--- config.mk ---
export PLATFORM = sky130hd
export DESIGN_NAME = uart_io
export DESIGN_NICKNAME = d
export VERILOG_FILES = /design/src/rtl/uart_io.sv
export SDC_FILE = /design/constraint.sdc
export NUM_CORES = 1
export LEC_CHECK = 0
export BUFFER_PORTS_ARGS = -buffer_cell sky130_fd_sc_hd__clkbuf_2
export CAP_MARGIN = 20
export CORE_MARGIN = 2
export CORE_UTILIZATION = 55
export CTS_CLUSTER_SIZE = 12
export DETAILED_ROUTE_END_ITERATION = 16
export GPL_ROUTABILITY_DRIVEN = 0
export HOLD_SLACK_MARGIN = 0.06
export MAX_ROUTING_LAYER = met4
export PLACE_DENSITY = 0.74
export SYNTH_ARGS = -nofsm -noshare
export SYNTH_HDL_FRONTEND = slang
export SYNTH_SLANG_ARGS = --single-unit
--- constraint.sdc ---
create_clock -name clk -period 3.1 [get_ports clk]
set_input_delay 0.155 -clock clk [delete_from_list [all_inputs] [get_ports clk]]
set_output_delay 0.155 -clock clk [all_outputs]
set_load 0.03 [all_outputs]
--- src/rtl/uart_io.sv ---
// uart_io: UART byte responder for the core's send/recv handshakes. TX FIFO feeds an 8N1 serializer,
// and an rxd deserializer feeds the RX FIFO. Define UART_LOOPBACK_EN to feed the RX path from the internal txd.
module uart_io #(
    parameter int CLK_PER_BIT = 868,
    parameter int FIFO_DEPTH  = 16
) (
    input  logic       clk,
    input  logic       rst,
    input  logic       uart_send_ready,
    input  logic [7:0] uart_send_data,
    output logic       uart_send_done,
    input  logic       uart_recv_ready,
    output logic       uart_recv_valid,
    output logic [7:0] uart_recv_data,
    output logic       txd,
    input  logic       rxd,
    output logic       rx_overrun,
    output logic       rx_frame_err
);
    localparam int TW = $clog2(CLK_PER_BIT);
    localparam int AW = $clog2(FIFO_DEPTH);
    localparam int CW = AW + 1;
    localparam logic [TW-1:0] BIT_LAST  = TW'(CLK_PER_BIT - 1);
    localparam logic [TW-1:0] HALF_LAST = TW'(CLK_PER_BIT / 2 - 1);
    localparam logic [CW-1:0] DEPTH_C   = CW'(FIFO_DEPTH);

    typedef enum logic [1:0] {ST_IDLE, ST_START, ST_DATA, ST_STOP} uart_state_e;

    // ---------------- FIFO storage and pointers ----------------
    logic [7:0]    tx_mem [FIFO_DEPTH];
    logic [AW-1:0] tx_wr_q, tx_rd_q;
    logic [CW-1:0] tx_cnt_q;
    logic          tx_push, tx_push_ok, tx_pop;
    logic [7:0]    tx_push_data;

    logic [7:0]    rx_mem [FIFO_DEPTH];
    logic [AW-1:0] rx_wr_q, rx_rd_q;
    logic [CW-1:0] rx_cnt_q;
    logic          rx_push, rx_push_ok, rx_pop;

    // ---------------- handshake state ----------------
    logic       send_pend_q, send_pend_d;
    logic [7:0] send_byte_q, send_byte_d;
    logic       send_done_q, send_done_d;
    logic       recv_pend_q, recv_pend_d;
    logic       recv_valid_q, recv_valid_d;
    logic [7:0] recv_data_q, recv_data_d;
    logic       recv_req;
    logic       overrun_q, overrun_d;
    logic       frame_err_q, frame_err_d;

    // ---------------- TX serializer state ----------------
    uart_state_e   tx_state_q, tx_state_d;
    logic [TW-1:0] tx_tmr_q, tx_tmr_d;
    logic [2:0]    tx_bit_q, tx_bit_d;
    logic [7:0]    tx_shift_q, tx_shift_d;
    logic          tx_q, tx_d;
    logic          tx_load;

    // ---------------- RX deserializer state ----------------
    uart_state_e   rx_state_q, rx_state_d;
    logic [TW-1:0] rx_tmr_q, rx_tmr_d;
    logic [2:0]    rx_bit_q, rx_bit_d;
    logic [7:0]    rx_shift_q, rx_shift_d;
    logic          rx_src;
    logic          rx_meta_q, rx_sync_q, rx_prev_q;

`ifdef UART_LOOPBACK_EN
    logic unused_rxd;
    assign unused_rxd = rxd;
    assign rx_src     = tx_q;
`else
    assign rx_src     = rxd;
`endif

    // A refused send is held in send_byte_q and retried every cycle until the FIFO takes it.
    always_comb begin
        tx_push      = send_pend_q | uart_send_ready;
        tx_push_data = send_pend_q ? send_byte_q : uart_send_data;
        tx_push_ok   = tx_push & ((tx_cnt_q < DEPTH_C) | tx_pop);
        send_done_d  = tx_push_ok;
        send_pend_d  = tx_push & ~tx_push_ok;
        send_byte_d  = tx_push_data;
    end

    // A request in the same cycle as a non-empty FIFO is served at once (1-cycle latency).
    always_comb begin
        recv_req     = recv_pend_q | uart_recv_ready;
        rx_pop       = recv_req & (rx_cnt_q != '0);
        recv_pend_d  = recv_req & ~rx_pop;
        recv_valid_d = rx_pop;
        recv_data_d  = rx_pop ? rx_mem[rx_rd_q] : recv_data_q;
    end

    // NOTE: sequential state uses non-blocking (<=) so every flop samples pre-edge values.
    always_ff @(posedge clk or posedge rst) begin
        if (rst) begin
            send_pend_q  <= 1'b0;
            send_byte_q  <= 8'h00;
            send_done_q  <= 1'b0;
            recv_pend_q  <= 1'b0;
            recv_valid_q <= 1'b0;
            recv_data_q  <= 8'h00;
            overrun_q    <= 1'b0;
            frame_err_q  <= 1'b0;
        end else begin
            send_pend_q  <= send_pend_d;
            send_byte_q  <= send_byte_d;
            send_done_q  <= send_done_d;
            recv_pend_q  <= recv_pend_d;
            recv_valid_q <= recv_valid_d;
            recv_data_q  <= recv_data_d;
            overrun_q    <= overrun_d;
            frame_err_q  <= frame_err_d;
        end
    end

    always_ff @(posedge clk or posedge rst) begin
        if (rst) begin
            tx_wr_q  <= '0;
            tx_rd_q  <= '0;
            tx_cnt_q <= '0;
            rx_wr_q  <= '0;
            rx_rd_q  <= '0;
            rx_cnt_q <= '0;
        end else begin
            if (tx_push_ok) tx_wr_q <= tx_wr_q + 1'b1;
            if (tx_pop)     tx_rd_q <= tx_rd_q + 1'b1;
            if (tx_push_ok != tx_pop)
                tx_cnt_q <= tx_push_ok ? tx_cnt_q + 1'b1 : tx_cnt_q - 1'b1;
            if (rx_push_ok) rx_wr_q <= rx_wr_q + 1'b1;
            if (rx_pop)     rx_rd_q <= rx_rd_q + 1'b1;
            if (rx_push_ok != rx_pop)
                rx_cnt_q <= rx_push_ok ? rx_cnt_q + 1'b1 : rx_cnt_q - 1'b1;
        end
    end

    // NOTE: FIFO storage is deliberately not reset; pointers and count alone define valid entries.
    always_ff @(posedge clk) begin
        if (tx_push_ok) tx_mem[tx_wr_q] <= tx_push_data;
        if (rx_push_ok) rx_mem[rx_wr_q] <= rx_shift_q;
    end

    // TX FSM: STOP falls through into the IDLE load so consecutive frames are gap-free.
    always_comb begin
        // NOTE: every output of this block gets a default first, so no latch can be inferred.
        tx_state_d = tx_state_q;
        tx_tmr_d   = tx_tmr_q;
        tx_bit_d   = tx_bit_q;
        tx_shift_d = tx_shift_q;
        tx_d       = tx_q;
        tx_pop     = 1'b0;
        tx_load    = 1'b0;
        case (tx_state_q)
            ST_IDLE: tx_load = 1'b1;
            ST_START: begin
                if (tx_tmr_q == '0) begin
                    tx_state_d = ST_DATA;
                    tx_tmr_d   = BIT_LAST;
                    tx_bit_d   = 3'd0;
                    tx_d       = tx_shift_q[0];
                end else begin
                    tx_tmr_d = tx_tmr_q - 1'b1;
                end
            end
            ST_DATA: begin
                if (tx_tmr_q == '0) begin
                    tx_tmr_d = BIT_LAST;
                    if (tx_bit_q == 3'd7) begin
                        tx_state_d = ST_STOP;
                        tx_d       = 1'b1;
                    end else begin
                        tx_bit_d   = tx_bit_q + 3'd1;
                        tx_shift_d = {1'b0, tx_shift_q[7:1]};
                        tx_d       = tx_shift_q[1];
                    end
                end else begin
                    tx_tmr_d = tx_tmr_q - 1'b1;
                end
            end
            ST_STOP: begin
                if (tx_tmr_q == '0) tx_load = 1'b1;
                else                tx_tmr_d = tx_tmr_q - 1'b1;
            end
            default: tx_load = 1'b1;
        endcase
        if (tx_load) begin
            tx_state_d = ST_IDLE;
            tx_d       = 1'b1;
            if (tx_cnt_q != '0) begin
                tx_pop     = 1'b1;
                tx_state_d = ST_START;
                tx_d       = 1'b0;
                tx_shift_d = tx_mem[tx_rd_q];
                tx_tmr_d   = BIT_LAST;
            end
        end
    end

    // RX FSM: START is checked at half a bit, so every later sample lands mid-bit.
    always_comb begin
        rx_state_d  = rx_state_q;
        rx_tmr_d    = rx_tmr_q;
        rx_bit_d    = rx_bit_q;
        rx_shift_d  = rx_shift_q;
        rx_push     = 1'b0;
        frame_err_d = frame_err_q;
        case (rx_state_q)
            ST_IDLE: begin
                if (rx_prev_q && !rx_sync_q) begin
                    rx_state_d = ST_START;
                    rx_tmr_d   = HALF_LAST;
                end
            end
            ST_START: begin
                if (rx_tmr_q == '0) begin
                    if (rx_sync_q) begin
                        rx_state_d = ST_IDLE;
                    end else begin
                        rx_state_d = ST_DATA;
                        rx_tmr_d   = BIT_LAST;
                        rx_bit_d   = 3'd0;
                    end
                end else begin
                    rx_tmr_d = rx_tmr_q - 1'b1;
                end
            end
            ST_DATA: begin
                if (rx_tmr_q == '0) begin
                    rx_shift_d = {rx_sync_q, rx_shift_q[7:1]};
                    rx_tmr_d   = BIT_LAST;
                    if (rx_bit_q == 3'd7) rx_state_d = ST_STOP;
                    else                  rx_bit_d   = rx_bit_q + 3'd1;
                end else begin
                    rx_tmr_d = rx_tmr_q - 1'b1;
                end
            end
            ST_STOP: begin
                if (rx_tmr_q == '0) begin
                    rx_state_d = ST_IDLE;
                    if (rx_sync_q) rx_push     = 1'b1;
                    else           frame_err_d = 1'b1;
                end else begin
                    rx_tmr_d = rx_tmr_q - 1'b1;
                end
            end
            default: rx_state_d = ST_IDLE;
        endcase
        rx_push_ok = rx_push & ((rx_cnt_q < DEPTH_C) | rx_pop);
        overrun_d  = overrun_q | (rx_push & ~rx_push_ok);
    end

    always_ff @(posedge clk or posedge rst) begin
        if (rst) begin
            tx_state_q <= ST_IDLE;
            tx_tmr_q   <= '0;
            tx_bit_q   <= 3'd0;
            tx_shift_q <= 8'h00;
            tx_q       <= 1'b1;
            rx_state_q <= ST_IDLE;
            rx_tmr_q   <= '0;
            rx_bit_q   <= 3'd0;
            rx_shift_q <= 8'h00;
            rx_meta_q  <= 1'b1;
            rx_sync_q  <= 1'b1;
            rx_prev_q  <= 1'b1;
        end else begin
            tx_state_q <= tx_state_d;
            tx_tmr_q   <= tx_tmr_d;
            tx_bit_q   <= tx_bit_d;
            tx_shift_q <= tx_shift_d;
            tx_q       <= tx_d;
            rx_state_q <= rx_state_d;
            rx_tmr_q   <= rx_tmr_d;
            rx_bit_q   <= rx_bit_d;
            rx_shift_q <= rx_shift_d;
            rx_meta_q  <= rx_src;
            rx_sync_q  <= rx_meta_q;
            rx_prev_q  <= rx_sync_q;
        end
    end

    assign uart_send_done  = send_done_q;
    assign uart_recv_valid = recv_valid_q;
    assign uart_recv_data  = recv_data_q;
    assign txd             = tx_q;
    assign rx_overrun      = overrun_q;
    assign rx_frame_err    = frame_err_q;

endmodule

==> impl_results.html, run 1 <==
<table>
<tr><th>Metric</th><th>Value</th></tr>
<tr><th colspan="2">Final layout</th></tr>
<tr><td>Non-Filler Instances</td><td>1,389</td></tr>
<tr><td>Synthesis-to-layout area growth</td><td>14.7%</td></tr>
<tr><td>Number of fillers in the final layout</td><td>1,840</td></tr>
<tr><td>FF+latch area</td><td>10,100 sq um</td></tr>
<tr><td>Fraction of layout instances using a drive strength above 1</td><td>0.259</td></tr>
<tr><td># nets final</td><td>1,065</td></tr>
<tr><td>Number of antenna diodes</td><td>0</td></tr>
<tr><td>Footprint of the multi-input gates</td><td>4520 sq um</td></tr>
<tr><th colspan="2">STA</th></tr>
<tr><td>Final worst path period share</td><td>0.942</td></tr>
<tr><td>Endpoints failing hold</td><td>0</td></tr>
<tr><td>Total Neg Setup Slack</td><td>0 ps</td></tr>
<tr><td>Min cycle time layout</td><td>2920 ps</td></tr>
<tr><td>Worst hold margin</td><td>72.2 ps</td></tr>
<tr><td>Worst slew margin relative to its limit</td><td>0.491</td></tr>
<tr><td>Clock skew after layout</td><td>20.9 ps</td></tr>
<tr><td>Number of setup violations in the final report</td><td>0</td></tr>
<tr><td>Fmax achieved</td><td>0.342 GHz</td></tr>
<tr><td>Slew at the pin closest to its max-slew limit</td><td>764 ps</td></tr>
<tr><td>Slew Limit Fails</td><td>0</td></tr>
<tr><td>Unrepaired setup endpoints after global routing</td><td>false</td></tr>
<tr><th colspan="2">Critical path</th></tr>
<tr><td>CP max stage cell</td><td>sky130_fd_sc_hd__a2111oi_4</td></tr>
<tr><td>Element type at the critical path end</td><td>flip-flop</td></tr>
<tr><td>Kind of cell adding the most delay to the critical path</td><td>compound AO/OA/AOI/OAI gates</td></tr>
<tr><td>Capture point of the worst reg-to-reg path</td><td>tx_cnt_q[4]$_DFFE_PP0P_</td></tr>
<tr><td>Data arrival at the endpoint of the critical path</td><td>3320 ps</td></tr>
<tr><td>Crit path launch type</td><td>flip-flop</td></tr>
<tr><td>Critical path class</td><td>reg2reg</td></tr>
<tr><td>Cell-by-cell trace of the critical path</td><td>inv_1 -&gt; ha_4 -&gt; nor2b_1 -&gt; and4_1 -&gt; o22ai_2 -&gt; inv_2 -&gt; xnor2_1 -&gt; ha_2 -&gt; or2_4 -&gt; a21oi_2 -&gt; o21bai_2 -&gt; a2111oi_4 -&gt; o22ai_2 -&gt; a31o_2</td></tr>
<tr><td>Crit path buf inv count</td><td>2</td></tr>
<tr><td>Crit-path most repeated cell</td><td>sky130_fd_sc_hd__o22ai_2</td></tr>
<tr><td>Maximum fanout encountered on the critical timing path</td><td>4</td></tr>
<tr><td>Cells on worst reg2reg path</td><td>14</td></tr>
<tr><td>Required time at the endpoint of the critical path</td><td>3500 ps</td></tr>
<tr><td>Delay of the slowest cell on the worst path</td><td>410 ps</td></tr>
<tr><td>Worst r2r src</td><td>tx_state_q[0]$_DFFE_PP0P_</td></tr>
<tr><td>Register-to-register setup slack</td><td>180 ps</td></tr>
<tr><th colspan="2">Synthesis</th></tr>
<tr><td>Portion of netlist area occupied by mux cells</td><td>0.139</td></tr>
<tr><td>Sequential element share of the synthesized area</td><td>0.680</td></tr>
<tr><td>Total of flip-flops plus latches after synthesis</td><td>354</td></tr>
<tr><td>Post-Synthesis Net Count</td><td>979</td></tr>
<tr><td>Share of the synthesized netlist area taken by xor and xnor gates</td><td>0.0122</td></tr>
<tr><td>Top_reg_cell synth</td><td>sky130_fd_sc_hd__edfxtp_1</td></tr>
<tr><td>Cell area after synthesis</td><td>14,900 sq um</td></tr>
<tr><td>Unique cell type count in the Yosys netlist</td><td>64</td></tr>
<tr><td>Simple-Gate Fraction of Synth Area</td><td>0.0632</td></tr>
<tr><td>Biggest area consumer among synthesized cells</td><td>sky130_fd_sc_hd__edfxtp_1</td></tr>
<tr><td>Most common cell in the netlist</td><td>sky130_fd_sc_hd__edfxtp_1</td></tr>
<tr><td>Number of warning messages in the yosys log</td><td>0</td></tr>
<tr><td>Main combinational cell family by area after synthesis</td><td>multiplexers</td></tr>
<tr><td>Most common library cells after synthesis</td><td>256 x sky130_fd_sc_hd__edfxtp_1, 94 x sky130_fd_sc_hd__dfrtp_1, 80 x sky130_fd_sc_hd__nand2_1, 74 x sky130_fd_sc_hd__mux4_2, 50 x sky130_fd_sc_hd__nor2_1</td></tr>
<tr><td>Fraction of registers with async set/reset</td><td>0.277</td></tr>
<tr><td>Average instance area after synthesis</td><td>16.0 sq um</td></tr>
<tr><td>Compound-cell area share of the yosys netlist</td><td>0.0553</td></tr>
<tr><td>Area share of the largest cell type after synthesis</td><td>0.515</td></tr>
<tr><td>Adder-cell area share of the yosys netlist</td><td>0.0290</td></tr>
<tr><td>Number of synthesized flops with an enable pin</td><td>256</td></tr>
<tr><td>Count of mapped cells out of synthesis</td><td>932</td></tr>
<tr><td>Cell types occupying the most area after synthesis</td><td>sky130_fd_sc_hd__edfxtp_1 52%, sky130_fd_sc_hd__dfrtp_1 16%, sky130_fd_sc_hd__mux4_2 11%</td></tr>
<tr><th colspan="2">Run status</th></tr>
<tr><td>Outcome</td><td>complete, no violations</td></tr>
<tr><th colspan="2">Global route</th></tr>
<tr><td>Vias in the first global route</td><td>8,136</td></tr>
<tr><td>Number of antenna violations at the first check in global routing</td><td>0</td></tr>
<tr><td>Total GRT Usage</td><td>0.211</td></tr>
<tr><td>Global-route wire length before repair</td><td>44.9 mm</td></tr>
<tr><td>Maximum number of pins on one net before global-route repair</td><td>74</td></tr>
<tr><td>Total gr overflow</td><td>0</td></tr>
<tr><th colspan="2">Clock tree</th></tr>
<tr><td>TritonCTS clock tree</td><td>yes</td></tr>
<tr><td>Clock input transition at the sequential cells of the worst setup and hold paths</td><td>50 ps</td></tr>
<tr><td>Root buffer cell</td><td>sky130_fd_sc_hd__clkbuf_16</td></tr>
<tr><td>Sinks on Clock Net</td><td>354</td></tr>
<tr><td>Longest Clk Path Bufs</td><td>3</td></tr>
<tr><td>Number of levels in the clock H-tree</td><td>2</td></tr>
<tr><td>Inserted Clock Buffers</td><td>38</td></tr>
<tr><td>Clock latency at the later pin of the worst-skew pair</td><td>520 ps</td></tr>
<tr><th colspan="2">Floorplanning</th></tr>
<tr><td>I/O pin total</td><td>26</td></tr>
<tr><td>Die height</td><td>169 um</td></tr>
<tr><td>Starting utilization of the core area</td><td>0.557</td></tr>
<tr><td>Num rows</td><td>60</td></tr>
<tr><td>Chip Width</td><td>169 um</td></tr>
<tr><td>Die Footprint</td><td>28,500 sq um</td></tr>
<tr><td>Core Area</td><td>26,800 sq um</td></tr>
<tr><th colspan="2">Routing</th></tr>
<tr><td>ANT nets after route</td><td>0</td></tr>
<tr><td>Top metal layer carrying routed signals</td><td>met4</td></tr>
<tr><td>WL final</td><td>27.9 mm</td></tr>
<tr><td>Post-route DRC</td><td>0</td></tr>
<tr><td>Per-cell routed wire length</td><td>20.1 um</td></tr>
<tr><td>Number of vias per cell after detailed routing</td><td>5.85</td></tr>
<tr><td>Via count</td><td>8,125</td></tr>
<tr><td>Detailed route wirelength on metal2</td><td>14.3 mm</td></tr>
<tr><td>Length of routed met3 wiring</td><td>1.25 mm</td></tr>
<tr><td>Met1 Wirelength</td><td>11.9 mm</td></tr>
<tr><td>DR pass1 iterations</td><td>4</td></tr>
<tr><td>1st-iter DRT viols</td><td>699</td></tr>
<tr><th colspan="2">Run</th></tr>
<tr><td>Max-capacitance violation count</td><td>0</td></tr>
<tr><th colspan="2">Place</th></tr>
<tr><td>Buffers added on ports</td><td>25</td></tr>
<tr><td>Dpl hpwl</td><td>17.7 mm</td></tr>
<tr><td>Number of instances in the placed design</td><td>1,311</td></tr>
<tr><th colspan="2">Power and ir drop</th></tr>
<tr><td>Switching component of the power</td><td>3.26 mW</td></tr>
<tr><td>Cell Pwr Density</td><td>719 nW/um^2</td></tr>
<tr><td>Worst ir drop on vdd</td><td>527 uV</td></tr>
<tr><td>Seq pwr share</td><td>0.467</td></tr>
<tr><td>Share of power burned in combinational logic</td><td>0.179</td></tr>
<tr><td>Cell-internal power</td><td>9.04 mW</td></tr>
<tr><td>Leakage component of the power</td><td>6.31 nW</td></tr>
<tr><td>Share of power burned in the clock network</td><td>0.353</td></tr>
<tr><td>Proportion of total power due to net switching</td><td>0.265</td></tr>
<tr><th colspan="2">Hold path</th></tr>
<tr><td>Class of the most critical hold timing path</td><td>in2async</td></tr>
</table>
[cell families (layout without fill, tap and decap cells)]
| kind of cell | count (synthesis) | after routing |
|---|---|---|
| adder cells (fa/ha/maj) | 34 | 34 |
| buffers and inverters | 79 | 195 |
| XOR/XNOR | 20 | 20 |
| multiplexers | 112 | 112 |
| AO/OA/AOI/OAI | 133 | 133 |
| AND/OR/NAND/NOR | 200 | 200 |
| flip-flops | 354 | 354 |
[registers in the layout, summed over array words and instances (netlist names), 2 cells and up, named ones only]
| name | cells |
|---|---|
| tx_state_q | 2 |
| rx_mem | 128 |
| send_byte_q | 8 |
| tx_cnt_q | 5 |
| rx_wr_q | 4 |
| rx_rd_q | 4 |
| tx_rd_q | 4 |
| rx_bit_q | 3 |
| tx_shift_q | 8 |
| uart_recv_data | 8 |
| rx_cnt_q | 5 |
| rx_tmr_q | 10 |
| rx_shift_q | 8 |
| tx_bit_q | 3 |
| tx_wr_q | 4 |
| tx_mem | 128 |
| tx_tmr_q | 10 |
[per-stage QoR]
step,setup slack (ps),utilization,power (mW),instance area (sq um)
after CTS,11.0,0.635,12.4,17000
after global routing,8.12,0.639,12.9,17100
final,179,0.639,12.3,17100
after global placement,101,0.588,7.98,15800
after detailed placement,27.3,0.588,8.04,15800
after floorplan,8.41,-,7.46,14900
[routing by layer]
layer,GRT usage,up-vias
met4,0.0502,0
met5,-,-
met2,0.346,198
met1,0.282,4129
li1,-,3757
met3,0.0323,41
[what timing repair did]
item,in CTS,in global routing
hold buffers,3,0
buffers inserted,1,3
pin swaps,0,6
hold endpoints to repair,70,0
endpoints found under the setup margin,1,1
gates resized for setup,0,11
[worst max-delay path by stage]
stage | from | to | slack, ps | depth (start not counted)
after floorplan | tx_state_q[0]$_DFFE_PP0P_ | tx_cnt_q[4]$_DFFE_PP0P_ | 8 | 16
after global placement | tx_state_q[0]$_DFFE_PP0P_ | tx_cnt_q[4]$_DFFE_PP0P_ | 100 | 14
after detailed placement | tx_state_q[0]$_DFFE_PP0P_ | tx_cnt_q[4]$_DFFE_PP0P_ | 30 | 14
after CTS | tx_state_q[0]$_DFFE_PP0P_ | tx_cnt_q[4]$_DFFE_PP0P_ | 10 | 14
after global routing | tx_state_q[0]$_DFFE_PP0P_ | tx_cnt_q[4]$_DFFE_PP0P_ | 8 | 14
final | tx_state_q[0]$_DFFE_PP0P_ | tx_cnt_q[4]$_DFFE_PP0P_ | 180 | 14
[cells in the final DEF, fill, tap and decap left out, drive strengths merged, types with 5 or more instances in the layout]
cell type / synthesis / final
a31oi: 6 / 6
or3: 7 / 7
dfrtp: 94 / 94
nor3: 24 / 24
o22ai: 6 / 6
buf: 19 / 62
clkinv: 0 / 7
ha: 33 / 33
mux2: 25 / 25
clkbuf: 25 / 84
o211ai: 11 / 11
mux4: 74 / 74
a21o: 5 / 5
nor2: 50 / 50
nand2: 80 / 80
xnor2: 18 / 18
nor4: 5 / 5
a21oi: 36 / 36
inv: 35 / 35
mux2i: 13 / 13
nand3: 10 / 10
nand2b: 7 / 7
edfxtp: 256 / 256
nand4: 5 / 5
o21ai: 44 / 44
[area by class of cell]
type,count,area share
clock buffer,59,0.0637
clock inverter,11,0.00768
inverter,35,0.00782
multi-input combinational,499,0.264
sequential,354,0.593
tap,341,0.0249
timing repair buffer,90,0.0389
[worst register-to-register path, cell delays in order, from the launching register on]
cell and delay, ps:
sky130_fd_sc_hd__dfrtp_1 390, sky130_fd_sc_hd__inv_1 100, sky130_fd_sc_hd__ha_4 290, sky130_fd_sc_hd__nor2b_1 50, sky130_fd_sc_hd__and4_1 190, sky130_fd_sc_hd__o22ai_2 170, sky130_fd_sc_hd__inv_2 60, sky130_fd_sc_hd__xnor2_1 130
sky130_fd_sc_hd__ha_2 190, sky130_fd_sc_hd__or2_4 230, sky130_fd_sc_hd__a21oi_2 140, sky130_fd_sc_hd__o21bai_2 120, sky130_fd_sc_hd__a2111oi_4 410, sky130_fd_sc_hd__o22ai_2 100, sky130_fd_sc_hd__a31o_2 230
[power by group through the flow]
stage | registers (mW) | logic, mW | clock network, mW
floorplan | 5.83 | 1.63 | 0
global placement | 5.83 | 2.15 | 0
detailed placement | 5.84 | 2.20 | 0
CTS | 5.74 | 2.21 | 4.43
global route | 5.78 | 2.46 | 4.61
finish | 5.74 | 2.21 | 4.35
No activity file was read; power rests on OpenSTA's default activity.
==> run 2: changes to the inputs <==
Settings changed: CORE_UTILIZATION 55 to 40, PLACE_DENSITY 0.74 to default.
==> run 2 against run 1 <==
Effect of this change:
- critical path type unchanged
- clock skew grew 0.81 ps
- non-clock buffer count is 5 lower
- maximum frequency rose by 1.0%
- sequential cell count unchanged
- highest routed layer unchanged
- hold slack improved by 39 ps
- global-route usage fell by 5.3 points
==> impl_results.html, run 2 (same netlist as run 1, synthesis figures left out) <==
<table>
<tr><th>Metric</th><th>Value</th></tr>
<tr><th colspan="2">Run status</th></tr>
<tr><td>Outcome</td><td>complete, no violations (unchanged)</td></tr>
<tr><th colspan="2">Power and ir drop</th></tr>
<tr><td>Seq pwr share</td><td>0.463 (was 0.467)</td></tr>
<tr><td>Sum of internal, switching and leakage power</td><td>12.5 mW (was 12.3 mW)</td></tr>
<tr><td>Share of power burned in the clock network</td><td>0.363 (was 0.353)</td></tr>
<tr><td>Cell Pwr Density</td><td>725 nW/um^2 (was 719 nW/um^2)</td></tr>
<tr><td>Leakage component of the power</td><td>6.29 nW (was 6.31 nW)</td></tr>
<tr><td>Cell-internal power</td><td>9.19 mW (was 9.04 mW)</td></tr>
<tr><td>Switching component of the power</td><td>3.34 mW (was 3.26 mW)</td></tr>
<tr><td>Share of power burned in combinational logic</td><td>0.174 (was 0.179)</td></tr>
<tr><td>Proportion of total power due to net switching</td><td>0.266 (was 0.265)</td></tr>
<tr><td>Worst ir drop on vdd</td><td>352 uV (was 527 uV)</td></tr>
<tr><th colspan="2">Clock tree</th></tr>
<tr><td>Clock latency at the later pin of the worst-skew pair</td><td>530 ps (was 520 ps)</td></tr>
<tr><td>Clock input transition at the sequential cells of the worst setup and hold paths</td><td>60 ps (was 50 ps)</td></tr>
<tr><td>Number of levels in the clock H-tree</td><td>2 (unchanged)</td></tr>
<tr><td>Inserted Clock Buffers</td><td>40 (was 38)</td></tr>
<tr><td>Sinks on Clock Net</td><td>354 (unchanged)</td></tr>
<tr><td>TritonCTS clock tree</td><td>yes (unchanged)</td></tr>
<tr><td>Root buffer cell</td><td>sky130_fd_sc_hd__clkbuf_16 (unchanged)</td></tr>
<tr><td>Longest Clk Path Bufs</td><td>3 (unchanged)</td></tr>
<tr><th colspan="2">Routing</th></tr>
<tr><td>ANT nets after route</td><td>0 (unchanged)</td></tr>
<tr><td>DR pass1 iterations</td><td>5 (was 4)</td></tr>
<tr><td>1st-iter DRT viols</td><td>555 (was 699)</td></tr>
<tr><td>WL final</td><td>28.8 mm (was 27.9 mm)</td></tr>
<tr><td>Via count</td><td>7,990 (was 8,125)</td></tr>
<tr><td>Post-route DRC</td><td>0 (unchanged)</td></tr>
<tr><td>Number of vias per cell after detailed routing</td><td>5.29 (was 5.85)</td></tr>
<tr><td>Per-cell routed wire length</td><td>19.0 um (was 20.1 um)</td></tr>
<tr><th colspan="2">STA</th></tr>
<tr><td>Worst slew margin relative to its limit</td><td>0.501 (was 0.491)</td></tr>
<tr><td>Endpoints failing hold</td><td>0 (unchanged)</td></tr>
<tr><td>Clock skew after layout</td><td>21.7 ps (was 20.9 ps)</td></tr>
<tr><td>Total Neg Setup Slack</td><td>0 ps (unchanged)</td></tr>
<tr><td>Slew Limit Fails</td><td>0 (unchanged)</td></tr>
<tr><td>Fmax achieved</td><td>0.346 GHz (was 0.342 GHz)</td></tr>
<tr><td>Unrepaired setup endpoints after global routing</td><td>false (unchanged)</td></tr>
<tr><td>Final worst path period share</td><td>0.932 (was 0.942)</td></tr>
<tr><td>Slew at the pin closest to its max-slew limit</td><td>749 ps (was 764 ps)</td></tr>
<tr><td>Number of setup violations in the final report</td><td>0 (unchanged)</td></tr>
<tr><td>Min cycle time layout</td><td>2890 ps (was 2920 ps)</td></tr>
<tr><th colspan="2">Critical path</th></tr>
<tr><td>Crit path launch type</td><td>flip-flop (unchanged)</td></tr>
<tr><td>Cell-by-cell trace of the critical path</td><td>inv_2 -&gt; ha_4 -&gt; buf_4 -&gt; o21ai_1 -&gt; o22ai_2 -&gt; inv_2 -&gt; xnor2_1 -&gt; ha_2 -&gt; or2_2 -&gt; a21oi_2 -&gt; o21bai_2 -&gt; a2111oi_4 -&gt; o22ai_1 -&gt; a31o_2 (was inv_1 -&gt; ha_4 -&gt; nor2b_1 -&gt; and4_1 -&gt; o22ai_2 -&gt; inv_2 -&gt; xnor2_1 -&gt; ha_2 -&gt; or2_4 -&gt; a21oi_2 -&gt; o21bai_2 -&gt; a2111oi_4 -&gt; o22ai_2 -&gt; a31o_2)</td></tr>
<tr><td>Crit-path most repeated cell</td><td>sky130_fd_sc_hd__inv_2 (was sky130_fd_sc_hd__o22ai_2)</td></tr>
<tr><td>Element type at the critical path end</td><td>flip-flop (unchanged)</td></tr>
<tr><td>Required time at the endpoint of the critical path</td><td>3510 ps (was 3500 ps)</td></tr>
<tr><td>Critical path class</td><td>reg2reg (unchanged)</td></tr>
<tr><td>Maximum fanout encountered on the critical timing path</td><td>5 (was 4)</td></tr>
<tr><td>Data arrival at the endpoint of the critical path</td><td>3300 ps (was 3320 ps)</td></tr>
<tr><td>Delay of the slowest cell on the worst path</td><td>410 ps (about the same)</td></tr>
<tr><td>CP max stage cell</td><td>sky130_fd_sc_hd__dfrtp_1 (was sky130_fd_sc_hd__a2111oi_4)</td></tr>
<tr><th colspan="2">Final layout</th></tr>
<tr><td>Post-layout instance area</td><td>17,300 sq um (was 17,100 sq um)</td></tr>
<tr><td>Fraction of layout instances using a drive strength above 1</td><td>0.257 (was 0.259)</td></tr>
<tr><td>Most common cell after layout, fill and taps aside</td><td>sky130_fd_sc_hd__edfxtp_1 (unchanged)</td></tr>
<tr><td>Leading registers by flop count</td><td>rx_mem (128), tx_mem (128) (unchanged)</td></tr>
<tr><td>Number of fillers in the final layout</td><td>3,111 (was 1,840)</td></tr>
<tr><td>Footprint of the multi-input gates</td><td>4510 sq um (was 4520 sq um)</td></tr>
<tr><td>Commonest non-fill, non-tap cells in the layout</td><td>256 x sky130_fd_sc_hd__edfxtp_1, 91 x sky130_fd_sc_hd__dfrtp_1, 80 x sky130_fd_sc_hd__nand2_1 (was 256 x sky130_fd_sc_hd__edfxtp_1, 92 x sky130_fd_sc_hd__dfrtp_1, 80 x sky130_fd_sc_hd__nand2_1)</td></tr>
<tr><td>End-of-flow core utilization</td><td>0.471 (was 0.639)</td></tr>
<tr><td>FF+latch area</td><td>10,100 sq um (about the same)</td></tr>
<tr><td># nets final</td><td>1,062 (was 1,065)</td></tr>
<tr><td>Synthesis-to-layout area growth</td><td>15.8% (was 14.7%)</td></tr>
<tr><td>Number of antenna diodes</td><td>0 (unchanged)</td></tr>
<tr><th colspan="2">Global route</th></tr>
<tr><td>Total gr overflow</td><td>0 (unchanged)</td></tr>
<tr><td>Number of antenna violations at the first check in global routing</td><td>0 (unchanged)</td></tr>
<tr><td>Total GRT Usage</td><td>0.158 (was 0.211)</td></tr>
<tr><td>Vias in the first global route</td><td>8,176 (was 8,136)</td></tr>
<tr><td>Maximum number of pins on one net before global-route repair</td><td>51 (was 74)</td></tr>
<tr><td>Global-route wire length before repair</td><td>46.0 mm (was 44.9 mm)</td></tr>
<tr><th colspan="2">Floorplanning</th></tr>
<tr><td>Num rows</td><td>70 (was 60)</td></tr>
<tr><td>Chip Width</td><td>197 um (was 169 um)</td></tr>
<tr><td>Core Area</td><td>36,700 sq um (was 26,800 sq um)</td></tr>
<tr><td>Starting utilization of the core area</td><td>0.407 (was 0.557)</td></tr>
<tr><td>Die height</td><td>197 um (was 169 um)</td></tr>
<tr><td>I/O pin total</td><td>26 (unchanged)</td></tr>
<tr><td>Die Footprint</td><td>38,900 sq um (was 28,500 sq um)</td></tr>
<tr><th colspan="2">Place</th></tr>
<tr><td>Dpl hpwl</td><td>18.1 mm (was 17.7 mm)</td></tr>
<tr><td>Placed Area</td><td>15,900 sq um (was 15,800 sq um)</td></tr>
<tr><td>Buffers added on ports</td><td>25 (unchanged)</td></tr>
<tr><th colspan="2">Run</th></tr>
<tr><td>Max-capacitance violation count</td><td>0 (unchanged)</td></tr>
<tr><th colspan="2">Hold path</th></tr>
<tr><td>Class of the most critical hold timing path</td><td>in2reg (was in2async)</td></tr>
</table>
[run 2: changes by cell type in the layout (fill, tap and decap cells not counted), sizes merged]
cell / change
clkinvlp: -1
buf: -5
inv: +2
clkinv: +4
bufinv: +2
clkbuf: -8
[run 2: timing repair]
action | 4_1_cts | 5_1_grt
pin swaps | 1 | 5
gates resized for setup | 1 | 12
hold buffers | 3 | 0
endpoints found under the hold margin | 51 | 0
setup buffers | 0 | 2
setup endpoints to repair | 1 | 2
[run 2: worst max-delay path: cells and delay by family (launching register included)]
family                   cells  cell delay (ps)
XOR/XNOR                     1              130
AO/OA/AOI/OAI                7             1200
AND/OR/NAND/NOR              1              290
flip-flops                   1              410
buffers and inverters        3              280
adder cells (fa/ha/maj)      2              460
[run 2: layout make-up]
class / count / share of cell area
sequential: 354 / 0.587
inverter: 35 / 0.00775
clock inverter: 18 / 0.0120
tap: 468 / 0.0339
multi-input combinational: 499 / 0.261
timing repair buffer: 85 / 0.0374
clock buffer: 51 / 0.0609
[run 2: power groups by stage]
stage                     logic, mW  registers (mW)  clock network (mW)
after floorplan                1.63            5.83                   0
after global placement         2.15            5.90                   0
after detailed placement       2.18            5.90                   0
after CTS                      2.19            5.81                4.68
after global routing           2.43            5.85                4.87
final                          2.18            5.80                4.55
[run 2: metal layers]
layer	share of wire	GRT usage	vias up
li1	-	-	3741
met1	0.47	0.216	4066
met2	0.47	0.251	141
met3	0.038	0.0227	42
met4	0.018	0.0415	0
met5	0	-	-
[run 2: metrics by stage]
stage | cells | worst slack, ps | hold slack, ps
CTS | 1508 | 39.5 | 88.3
global route | 1510 | 6.63 | 119
floorplan | 932 | 8.41 | 159
detailed placement | 1436 | 10.5 | 268
finish | 1510 | 209 | 112
global placement | 1436 | 47.5 | 277
[run 2: final timing paths]
check / startpoint / endpoint / slack [ps] / cells past startpoint
min in group asynchronous: rst / send_byte_q[1]$_DFF_PP0_ / 290 / 3
max in group asynchronous: rst / rx_meta_q$_DFF_PP1_ / 1990 / 4
min: uart_send_data[7] / send_byte_q[7]$_DFF_PP0_ / 110 / 2
min reg2reg: rx_meta_q$_DFF_PP1_ / rx_sync_q$_DFF_PP1_ / 360 / 0
max reg2reg: tx_state_q[1]$_DFFE_PP0P_ / tx_cnt_q[4]$_DFFE_PP0P_ / 210 / 14
max: tx_state_q[1]$_DFFE_PP0P_ / tx_cnt_q[4]$_DFFE_PP0P_ / 210 / 14
